`config.mk`:
```
export PLATFORM = sky130hd
export DESIGN_NAME = seg7_scan_decoder_flat
export DESIGN_NICKNAME = d
export VERILOG_FILES = /design/src/rtl/seg7_scan_if.sv /design/src/rtl/seg7_scan_decoder.sv /design/src/flat_wrapper.sv
export SDC_FILE = /design/constraint.sdc
export NUM_CORES = 1
export LEC_CHECK = 0
export CORE_ASPECT_RATIO = 1.4
export CORE_MARGIN = 10
export CORE_UTILIZATION = 40
export CTS_BUF_LIST = sky130_fd_sc_hd__clkbuf_8
export DETAILED_ROUTE_END_ITERATION = 8
export RECOVER_POWER = 50
export SYNTH_ARGS = -nofsm -noshare
export SYNTH_HDL_FRONTEND = slang
export SYNTH_SLANG_ARGS = --single-unit
export TNS_END_PERCENT = 100
```
`constraint.sdc`:
```
create_clock -name clk -period 2.6 [get_ports clk]
set_input_delay 0.65 -clock clk [delete_from_list [all_inputs] [get_ports clk]]
set_output_delay 0.65 -clock clk [all_outputs]
set_load 0.02 [all_outputs]
```
`src/rtl/seg7_scan_if.sv`:
```
// Multiplexed seven-segment bus plus the recovered-digit results observed on it.
interface seg7_scan_if #(
    parameter int NDIG = 4
);
    logic [NDIG-1:0]   an;
    logic [1:7]        seg;
    logic [4*NDIG-1:0] hex_out;
    logic [NDIG-1:0]   digit_valid;
    logic [NDIG-1:0]   blank;
    logic [NDIG-1:0]   pat_err;
    logic              frame_done;
    logic              stale;

    modport master (
        output an, seg,
        input  hex_out, digit_valid, blank, pat_err, frame_done, stale
    );
    modport slave (
        input  an, seg,
        output hex_out, digit_valid, blank, pat_err, frame_done, stale
    );
endinterface

```
`src/rtl/seg7_scan_decoder.sv`:
```
// Recovers hex digits from a scanned seven-segment bus once each pattern holds
// stable; flags blank/invalid patterns, completed frames and a stalled scan.
module seg7_scan_decoder #(
    parameter int NDIG       = 4,
    parameter int STABLE_CNT = 4,
    parameter int TIMEOUT    = 1000000
) (
    input logic       clk,
    input logic       rst_n,
    seg7_scan_if.slave bus
);
    localparam int IW = NDIG + 7;
    localparam int TW = $clog2(TIMEOUT + 1);

    logic [IW-1:0]          in_q, samp;
    logic [7:0]             cnt_q, cnt_d;
    logic                   cap_q, cap_d;
    logic [TW-1:0]          tmo_q, tmo_d;
    logic                   stale_q, stale_d;
    logic                   frame_q, frame_d;
    logic [NDIG-1:0][3:0]   hex_q, hex_d;
    logic [NDIG-1:0]        valid_q, valid_d, blank_q, blank_d, perr_q, perr_d;
    logic [NDIG-1:0]        seen_q, seen_d, cap_an;
    logic [6:0]             cap_pat;
    logic [4:0]             dec;

    // Returns {hit, value}; pattern bit 6 is segment a.
    function automatic logic [4:0] decode(input logic [6:0] p);
        case (p)
            7'b1111110: decode = 5'h10;
            7'b0110000: decode = 5'h11;
            7'b1101101: decode = 5'h12;
            7'b1111001: decode = 5'h13;
            7'b0110011: decode = 5'h14;
            7'b1011011: decode = 5'h15;
            7'b1011111: decode = 5'h16;
            7'b1110000: decode = 5'h17;
            7'b1111111: decode = 5'h18;
            7'b1111011: decode = 5'h19;
            7'b1110111: decode = 5'h1A;
            7'b0011111: decode = 5'h1B;
            7'b1001110: decode = 5'h1C;
            7'b0111101: decode = 5'h1D;
            7'b1001111: decode = 5'h1E;
            7'b1000111: decode = 5'h1F;
            default:    decode = 5'h00;
        endcase
    endfunction

    // in_q still holds the captured sample on the cycle after the capture edge.
    assign cap_an  = in_q[IW-1:7];
    assign cap_pat = in_q[6:0];
    assign dec     = decode(cap_pat);

    always_comb begin
        samp  = {bus.an, bus.seg};
        cnt_d = cnt_q;
        cap_d = 1'b0;
        if (!$onehot(bus.an) || samp != in_q) begin
            cnt_d = '0;
        end else begin
            if (cnt_q != 8'(STABLE_CNT)) cnt_d = cnt_q + 8'd1;
            cap_d = (cnt_q == 8'(STABLE_CNT - 2));
        end

        tmo_d   = tmo_q;
        stale_d = stale_q;
        if (cap_d) begin
            tmo_d   = '0;
            stale_d = 1'b0;
        end else begin
            if (tmo_q != TW'(TIMEOUT)) tmo_d = tmo_q + 1'b1;
            if (tmo_d == TW'(TIMEOUT)) stale_d = 1'b1;
        end
    end

    always_comb begin
        hex_d   = hex_q;
        valid_d = valid_q;
        blank_d = blank_q;
        perr_d  = perr_q;
        if (tmo_d == TW'(TIMEOUT)) valid_d = '0;
        for (int i = 0; i < NDIG; i++) begin
            if (cap_q && cap_an[i]) begin
                if (dec[4]) begin
                    hex_d[i]   = dec[3:0];
                    valid_d[i] = 1'b1;
                    blank_d[i] = 1'b0;
                    perr_d[i]  = 1'b0;
                end else begin
                    valid_d[i] = 1'b0;
                    blank_d[i] = (cap_pat == 7'b0000000);
                    perr_d[i]  = (cap_pat != 7'b0000000);
                end
            end
        end
        frame_d = &seen_q;
        seen_d  = (frame_d ? '0 : seen_q) | (cap_q ? cap_an : '0);
    end

    always_ff @(posedge clk or negedge rst_n) begin
        if (!rst_n) begin
            in_q    <= '0;
            cnt_q   <= '0;
            cap_q   <= 1'b0;
            tmo_q   <= '0;
            stale_q <= 1'b0;
            frame_q <= 1'b0;
            hex_q   <= '0;
            valid_q <= '0;
            blank_q <= '0;
            perr_q  <= '0;
            seen_q  <= '0;
        end else begin
            in_q    <= samp;
            cnt_q   <= cnt_d;
            cap_q   <= cap_d;
            tmo_q   <= tmo_d;
            stale_q <= stale_d;
            frame_q <= frame_d;
            hex_q   <= hex_d;
            valid_q <= valid_d;
            blank_q <= blank_d;
            perr_q  <= perr_d;
            seen_q  <= seen_d;
        end
    end

    assign bus.hex_out     = hex_q;
    assign bus.digit_valid = valid_q;
    assign bus.blank       = blank_q;
    assign bus.pat_err     = perr_q;
    assign bus.frame_done  = frame_q;
    assign bus.stale       = stale_q;
endmodule

```
`src/flat_wrapper.sv`:
```
// flat-port wrapper written by rule: the top's interface ports become plain ports
module seg7_scan_decoder_flat 
#(
    parameter int NDIG       = 4,
    parameter int STABLE_CNT = 4,
    parameter int TIMEOUT    = 1000000
)
  (clk, rst_n, bus_an, bus_seg, bus_hex_out, bus_digit_valid, bus_blank, bus_pat_err, bus_frame_done, bus_stale);
  seg7_scan_if #(.NDIG(NDIG)) bus_i ();
  input logic clk;
  input logic rst_n;
  input wire logic [$bits(bus_i.an)-1:0] bus_an;
  input wire logic [$bits(bus_i.seg)-1:0] bus_seg;
  output wire logic [$bits(bus_i.hex_out)-1:0] bus_hex_out;
  output wire logic [$bits(bus_i.digit_valid)-1:0] bus_digit_valid;
  output wire logic [$bits(bus_i.blank)-1:0] bus_blank;
  output wire logic [$bits(bus_i.pat_err)-1:0] bus_pat_err;
  output wire logic [$bits(bus_i.frame_done)-1:0] bus_frame_done;
  output wire logic [$bits(bus_i.stale)-1:0] bus_stale;
  assign bus_i.an = bus_an;
  assign bus_i.seg = bus_seg;
  assign bus_hex_out = bus_i.hex_out;
  assign bus_digit_valid = bus_i.digit_valid;
  assign bus_blank = bus_i.blank;
  assign bus_pat_err = bus_i.pat_err;
  assign bus_frame_done = bus_i.frame_done;
  assign bus_stale = bus_i.stale;
  seg7_scan_decoder #(.NDIG(NDIG), .STABLE_CNT(STABLE_CNT), .TIMEOUT(TIMEOUT)) u_core (.clk(clk), .rst_n(rst_n), .bus(bus_i));
endmodule
```
==> out/metrics.cfg, run 1 <==
[status]
outcome=complete, but fails checks
violations=max-capacitance violations, max-slew violations

[die]
core_mm2=0.00935
die-area_mm2=0.0138
die_w_um=102
die_h_um=135
pin_count=43
std_cell_rows=42
start_util=0.406

[place]
place_area_mm2=0.00459
place_congestion=0.897
portBuffers=42
hpwl_um=7060

[worst_setup_path]
critPathRequiredTime_ns=2.85
r2r-end=u_core.bus.digit_valid[2]
startpoint=u_core.tmo_q[4]
critical_path.max_fanout=5
crit_type=register to register
rr_worst_depth=6
endpoint_kind=register
critPathArrivalTime_ns=2.77
crit_end=u_core.bus.digit_valid[2]
startpoint_type=register
r2r-start=u_core.tmo_q[4]
r2r_slack_ns=0.08

[sta]
tightest_slew_ns=2.05
period_share=0.970
finalClockSkew_ns=0.0141
slew_violations=37
finalSetupViolCount=0
hold_viol=0
fin_crit_ns=2.52
fmax_mhz=396
slew_headroom=-0.368
rsz0062_at_grt=true

[clock_tree]
tritoncts=yes
clockBufferDepth=2
h-tree-depth=3
clock-sinks=74
cts-buffers-inserted=9
clkTransAtPathRegs_ns=0.09
cts-root-buf=clkbuf_8
insertion_delay_ns=0.36

[logic_synthesis]
synth.avg_cell_area_um2=10.1
syn_area_mm2=0.00380
ys_ff_latch=74
synth_edf_count=0
synthFlopType=dfrtp_1
yosysUniqueCellTypes=51
synth_nets=399
yosysWarnings=0
synth_seq_area_share=0.487
ys_async_sr_fraction=1.00
syn_inst=377

[routing]
initialDrtViolationCount=176
antenna_left=0
drt_wl_total_um=9250
wl_per_cell_um=16.3
via_per_inst=5.35
drc=0
via_count=3027
dr.pass1.iters=4

[grt]
grt_pass1_vias=3188
grt_first_pass_wirelength_um=15600
grt_max_degree=38
grt-ovfl-total=0
track_usage=0.143
antenna_found_initial=0

[final_layout]
final_area_mm2=0.00487
drive_gt1_frac=0.224
synthToLayoutAreaGrowth_pct=28.1
diodes=0
layout.nets=473

[job]
drv_cap=1

[hold_path]
hold_path.class=register to register
min_from=u_core.seen_q[1]

[power_and_ir_drop]
peakVddDrop_uv=350
power_density_mw_per_mm2=583
leakage_uw=0.00203
power.total_uw=2830

==> where the power goes <==
part / internal [uW] / switching [uW] / total [uW] / leakage (uW)
combinational: 286 / 319 / 605 / 0.00102
sequential: 1240 / 85.7 / 1330 / 0.000917
clock: 449 / 452 / 901 / 0.0000962
==> per-stage QoR <==
step | worst slack, ns | std cells | hold slack (ns) | utilization | TNS [ns]
after floorplan | 0.000630 | 377 | 0.354 | - | 0
after global placement | -0.569 | 549 | 0.460 | 0.491 | -16.93
after detailed placement | -0.586 | 549 | 0.473 | 0.491 | -17.79
after CTS | 0.00988 | 565 | 0.248 | 0.518 | 0
after global routing | -0.0365 | 566 | 0.517 | 0.520 | -0.101
final | 0.0778 | 566 | 0.485 | 0.520 | 0
==> state kept, by name, indices dropped and copies added (netlist names) <==
register	cells
u_core.in_q	11
u_core.cnt_q	8
u_core.bus.frame_done	1
u_core.seen_q	4
u_core.bus.digit_valid	4
u_core.bus.pat_err	4
u_core.cap_q	1
u_core.tmo_q	20
u_core.bus.hex_out	16
u_core.bus.blank	4
u_core.bus.stale	1
==> repair_timing <==
action	in CTS	in global routing
pin swaps	9	3
setup endpoints to repair	33	39
cloned	0	0
hold buffers	0	0
setup buffers	0	1
resized for setup	18	7
hold endpoints to repair	0	0
==> worst max-delay path, cell delays in order, from the launching register on <==
cell and delay, ns:
dfrtp_1 0.39, or4b_4 0.55, or4_4 0.53, or4_4 0.42, a22oi_2 0.18, and4_4 0.26
o21ai_1 0.08
==> final cells by class <==
cell class              count  area, um2
flip-flops and latches     74       1850
clock inverters             7       76.3
multi-input cells         275       1920
well taps                 110        138
clock buffers               9        124
repair buffers             81        722
inverters                  10       37.5
fillers                   869       4490
==> cells in the final DEF (no fill, tap or decap), drive strengths merged, types with 3 or more instances in the layout <==
cell type / n
a21oi: 17
nor3b: 5
or4: 7
inv: 12
xnor2: 26
ha: 8
nand2: 27
clkbuf: 11
mux2: 20
buf: 38
nand4b: 5
or2: 4
clkdlybuf4s15: 4
dfrtp: 74
xor2: 4
clkdlybuf4s50: 30
and4: 4
or3b: 3
o31ai: 3
nand4: 9
and3: 6
nor4: 6
or3: 5
nor3: 7
nor2: 43
o2bb2ai: 4
o21ai: 11
nand3: 21
dlygate4sd3: 7
a21o: 5
==> synth_stat cells, drive strengths merged, types with 5 or more instances <==
library cell / n / area share
ha: 8 / 0.026
nor2: 43 / 0.042
clkbuf: 15 / 0.015
a21oi: 17 / 0.022
nand4: 9 / 0.015
or3: 5 / 0.0082
or4: 7 / 0.015
o21ai: 11 / 0.014
mux2: 20 / 0.059
and3: 6 / 0.0099
nand2: 27 / 0.027
xnor2: 26 / 0.060
nor4: 6 / 0.0099
nor3b: 5 / 0.0099
nand3: 21 / 0.028
nor3: 7 / 0.0092
dfrtp: 74 / 0.49
nand4b: 5 / 0.012
inv: 10 / 0.0099
a21o: 5 / 0.0099
==> layer usage <==
layer | track usage | wire length, um
met1 | 0.156 | 3770
met2 | 0.261 | 5040
met3 | 0.0312 | 298
met4 | 0.0542 | 148
met5 | 0 | 0
==> kinds of logic after synthesis <==
kind of cell,Yosys count,share of synthesized area
multiplexers,21,0.0619
AND/OR/NAND/NOR,162,0.230
flip-flops,74,0.487
adder cells (fa/ha/maj),9,0.0316
AO/OA/AOI/OAI,53,0.0912
XOR/XNOR,30,0.0692
buffers and inverters,28,0.0283
==> how the worst min path moves through the flow <==
stage | to | slack, ns | cells after the start
6_report | u_core.seen_q[1] | 0.49 | 2
5_1_grt | u_core.seen_q[2] | 0.52 | 2
4_1_cts | u_core.tmo_q[9] | 0.25 | 1
3_5_place_dp | u_core.seen_q[3] | 0.47 | 2
3_3_place_gp | u_core.seen_q[1] | 0.46 | 2
2_1_floorplan | u_core.bus.blank[0] | 0.35 | 0
(Power assumes the default switching activity.)
==> run 2: changes to the inputs <==
==> constraint.sdc (replaced) <==
create_clock -name clk -period 2.6 [get_ports clk]
set_input_delay 0.52 -clock clk [delete_from_list [all_inputs] [get_ports clk]]
set_output_delay 0.52 -clock clk [all_outputs]
set_load 0.02 [all_outputs]
==> out/metrics.cfg, run 2 (same netlist as run 1, synthesis figures left out) <==
[routing]
via_count=3066
antenna_left=0
wl_per_cell_um=16.3
via_per_inst=5.40
drt_wl_total_um=9250
initialDrtViolationCount=131
drc=0
dr.pass1.iters=4

[clock_tree]
cts-root-buf=clkbuf_8
cts-buffers-inserted=9
clkTransAtPathRegs_ns=0.08
clock-sinks=74
ctsHoldBuffers=0
clockBufferDepth=2
insertion_delay_ns=0.35
tritoncts=yes
h-tree-depth=3

[worst_setup_path]
critical_path.max_fanout=5
path_cells=or4b_4 > or4_4 > or4_4 > a22oi_2 > and4_4 > o21ai_1
crit_path_top_delay_cell=or4b_4
critPathRequiredTime_ns=2.84
cp_common_cell=or4_4
max_stage_delay_ns=0.53
startpoint_type=register
crit_type=register to register
critPathArrivalTime_ns=2.77
endpoint_kind=register

[grt]
busiest_layer=met2
grt_first_pass_wirelength_um=15700
antenna_found_initial=0
grt_pass1_vias=3198
grt_use_met1=0.165
track_usage=0.142
grt-ovfl-total=0
grt_max_degree=40
gr-usage-met2=0.249
use_met3=0.0296

[final_layout]
largest_register_ffs=20
final_common_cell=dfrtp_1
most-common-layout-cells=dfrtp_1 (74), nor2_1 (43), buf_4 (36)
layout.nets=475
drive_gt1_frac=0.207
synthToLayoutAreaGrowth_pct=27.7
diodes=0
fin_cells=568
regMostFlops=u_core.tmo_q

[power_and_ir_drop]
p_comb_frac=0.213
p_clk_frac=0.325
peakVddDrop_uv=336
p_int_uw=2010
swShare=0.300
seq_power_share=0.462
power_density_mw_per_mm2=592
leakage_uw=0.00205
p_switching_uw=860

[place]
hpwl_um=6950
place_congestion=0.888
portBuffers=42
dp.cells=550

[die]
pin_count=43
core_mm2=0.00935
die_h_um=135
start_util=0.406
die_w_um=102
std_cell_rows=42
die-area_mm2=0.0138

[job]
drv_cap=1

[sta]
slew_headroom=-0.360
fin_crit_ns=2.53
finalClockSkew_ns=0.0155
hold_viol=0
rsz0062_at_grt=false
fmax_mhz=396
period_share=0.971
hold_slack_ns=0.480
finalSetupViolCount=0
tightest_slew_ns=2.04
slew_violations=36

[status]
outcome=complete, but fails checks
violations=max-capacitance violations, max-slew violations

[hold_path]
hold_path.class=register to register

[run 2: cell count changes in the layout (fill, tap and decap cells not counted), sizes merged]
cell	before	now
buf	38	37
clkdlybuf4s15	4	0
dlygate4sd2	0	4
inv	12	13
clkbuf	11	15
clkinvlp	2	0
[run 2: power groups by stage]
stage,Combinational [uW],Clock [uW],Sequential [uW]
3_5_place_dp,589,0,1350
5_1_grt,676,1020,1340
2_1_floorplan,338,0,1350
3_3_place_gp,581,0,1350
6_report,612,933,1330
4_1_cts,601,966,1330
[run 2: worst paths after layout]
| check | slack, ns | to | cells after the start | from |
|---|---|---|---|---|
| setup / recovery | 0.07 | u_core.bus.digit_valid[2] | 6 | u_core.tmo_q[15] |
| hold / removal | 0.48 | u_core.seen_q[1] | 2 | u_core.seen_q[1] |
| setup reg to reg | 0.07 | u_core.bus.digit_valid[2] | 6 | u_core.tmo_q[15] |
| hold reg to reg | 0.48 | u_core.seen_q[1] | 2 | u_core.seen_q[1] |
| max in group asynchronous | 0.68 | u_core.bus.hex_out[8] | 1 | rst_n |
| min in group asynchronous | 0.75 | u_core.tmo_q[7] | 1 | rst_n |
[run 2: critical path, delay by kind of cell, from the launching register on]
family          cells  cell delay (ns)
compound gates      2             0.26
flops               1             0.41
simple gates        4             1.76
[run 2: per-stage QoR]
step	total power, uW	setup TNS (ns)	utilization	setup slack [ns]	area (um2)
5_1_grt	3040	0	0.519	0.000530	4850
2_1_floorplan	1690	-0.00547	-	-0.00547	3800
3_3_place_gp	1930	-16.28	0.491	-0.535	4600
6_report	2870	0	0.519	0.0743	4850
3_5_place_dp	1940	-17.82	0.491	-0.601	4600
4_1_cts	2890	0	0.517	0.00497	4830
[run 2: area by class of cell]
cell class | count | area, um2
Timing Repair Buffer | 83 | 718
Clock inverter | 6 | 70.1
Fill cell | 855 | 4500
Sequential cell | 74 | 1850
Multi-Input combinational cell | 275 | 1900
Tap cell | 110 | 138
Clock buffer | 10 | 138
Inverter | 10 | 37.5
[run 2: repair_timing]
action                     CTS  global route
resized for setup           10             5
setup buffers                0             2
setup endpoints to repair   33             5
pin swaps                    7             2
[run 2: metal layers]
layer  vias to the layer above  part of all wire
li1                       1506                 -
met1                      1497              0.41
met2                        53              0.53
met3                        10             0.037
met4                         0             0.016
met5                         -                 0
==> run 3: changes to the inputs <==
- SKIP_CTS_REPAIR_TIMING: not set -> 1
==> out/metrics.cfg, run 3 (same netlist as run 1, synthesis figures left out) <==
[status]
outcome=complete, but fails checks
violations=max-capacitance violations, max-slew violations

[grt]
busiest_layer=met2
grt_pass1_vias=3201
gr-usage-met2=0.248
grt_max_degree=40
grt_first_pass_wirelength_um=15700
grt-ovfl-total=0
use_met3=0.0296
grt_use_met1=0.166
antenna_found_initial=0
track_usage=0.142

[worst_setup_path]
path_delay_family=simple AND/OR/NAND/NOR gates
critPathRequiredTime_ns=2.84
startpoint_type=register
r2r-start=u_core.tmo_q[10]
critical_path.max_fanout=5
rr_worst_depth=6
critPathArrivalTime_ns=2.80
cp.depth=6
crit_buf_inv=0
r2r_slack_ns=0.05
crit_path_top_delay_cell=or4b_4
max_stage_delay_ns=0.55
r2r-end=u_core.bus.digit_valid[2]
crit_end=u_core.bus.digit_valid[2]
crit_type=register to register
startpoint=u_core.tmo_q[10]
path_cells=or4b_4 > or4_4 > o211a_1 > nor4_2 > and4_4 > o21ai_1
endpoint_kind=register

[final_layout]
finish.utilization=0.519
regMostFlops=u_core.tmo_q
largest_register_ffs=20
diodes=0
num-fill-cells=852
synthToLayoutAreaGrowth_pct=27.8
most-common-layout-cells=dfrtp_1 (74), nor2_1 (43), buf_4 (37)
layout.nets=474
fin_cells=567
drive_gt1_frac=0.206
final_common_cell=dfrtp_1

[routing]
via_per_inst=5.35
drt_wl_total_um=9250
wl_per_cell_um=16.3
drc=0
via_count=3032
antenna_left=0
initialDrtViolationCount=112
dr.pass1.iters=5

[clock_tree]
cts-buffers-inserted=9
clock-sinks=74
tritoncts=yes
clkTransAtPathRegs_ns=0.09
cts-root-buf=clkbuf_8
insertion_delay_ns=0.35
h-tree-depth=3
clockBufferDepth=2

[place]
dp.cells=550
place_congestion=0.888
place_ws_ns=-0.601
portBuffers=42
hpwl_um=6950

[die]
pin_count=43
start_util=0.406
core_mm2=0.00935
die_w_um=102
std_cell_rows=42
die-area_mm2=0.0138
die_h_um=135

[sta]
finalSetupViolCount=0
period_share=0.983
fin_ws_ns=0.0451
slew_violations=36
finalClockSkew_ns=0.0161
fin_crit_ns=2.55
fmax_mhz=391
tightest_slew_ns=2.07
hold_viol=0
slew_headroom=-0.378
rsz0062_at_grt=false
fin_tns_setup_ns=0

[power_and_ir_drop]
peakVddDrop_uv=333
leakage_uw=0.00207
power_density_mw_per_mm2=590

[hold_path]
hold_path.class=input pin to register

[job]
drv_cap=1

-- run 3: cell count changes in the layout (fill, tap and decap cells not counted) --
| cell | delta |
|---|---|
| clkdlybuf4s25_1 | +1 |
| buf_4 | +1 |
| dlymetal6s2s_1 | +3 |
| or4_4 | -1 |
| clkbuf_1 | -1 |
| or4_1 | +1 |
| clkbuf_4 | -1 |
| dlygate4sd2_1 | -4 |
-- run 3: routing by layer --
layer	wire, um	up-vias	part of all wire
met2	4930	43	0.53
met1	3860	1476	0.42
met5	0	-	0
met3	325	8	0.035
li1	-	1505	-
met4	138	0	0.015
-- run 3: cell type report --
type	instances	area, um2	area share
clock inverters	6	70.1	0.0144
flip-flops and latches	74	1850	0.381
multi-input cells	275	1890	0.390
clock buffers	10	138	0.0283
repair buffers	82	727	0.150
well taps	110	138	0.0283
inverters	10	37.5	0.00773
-- run 3: where the power goes --
part	internal (uW)	total (uW)	switching, uW	leakage (uW)
Clock	480	932	453	0.000108
Combinational	286	605	319	0.00104
Sequential	1240	1330	86.3	0.000917
-- run 3: stage by stage --
stage / area [um2] / total power [uW] / hold slack (ns)
after floorplan: 3800 / 1690 / 0.224
after global placement: 4600 / 1930 / 0.465
after detailed placement: 4600 / 1940 / 0.468
after CTS: 4800 / 2890 / 0.129
after global routing: 4860 / 3030 / 0.457
final: 4860 / 2870 / 0.463
-- run 3: worst min path at each step --
stage                          start                  end  slack, ns  cells past startpoint
floorplan                      rst_n  u_core.bus.blank[0]       0.22                      0
global placement    u_core.seen_q[0]     u_core.seen_q[0]       0.47                      2
detailed placement  u_core.seen_q[1]     u_core.seen_q[1]       0.47                      2
CTS                            rst_n       u_core.in_q[1]       0.13                      1
global route               bus_an[0]       u_core.in_q[7]       0.46                      2
finish                     bus_an[1]       u_core.in_q[8]       0.46                      2
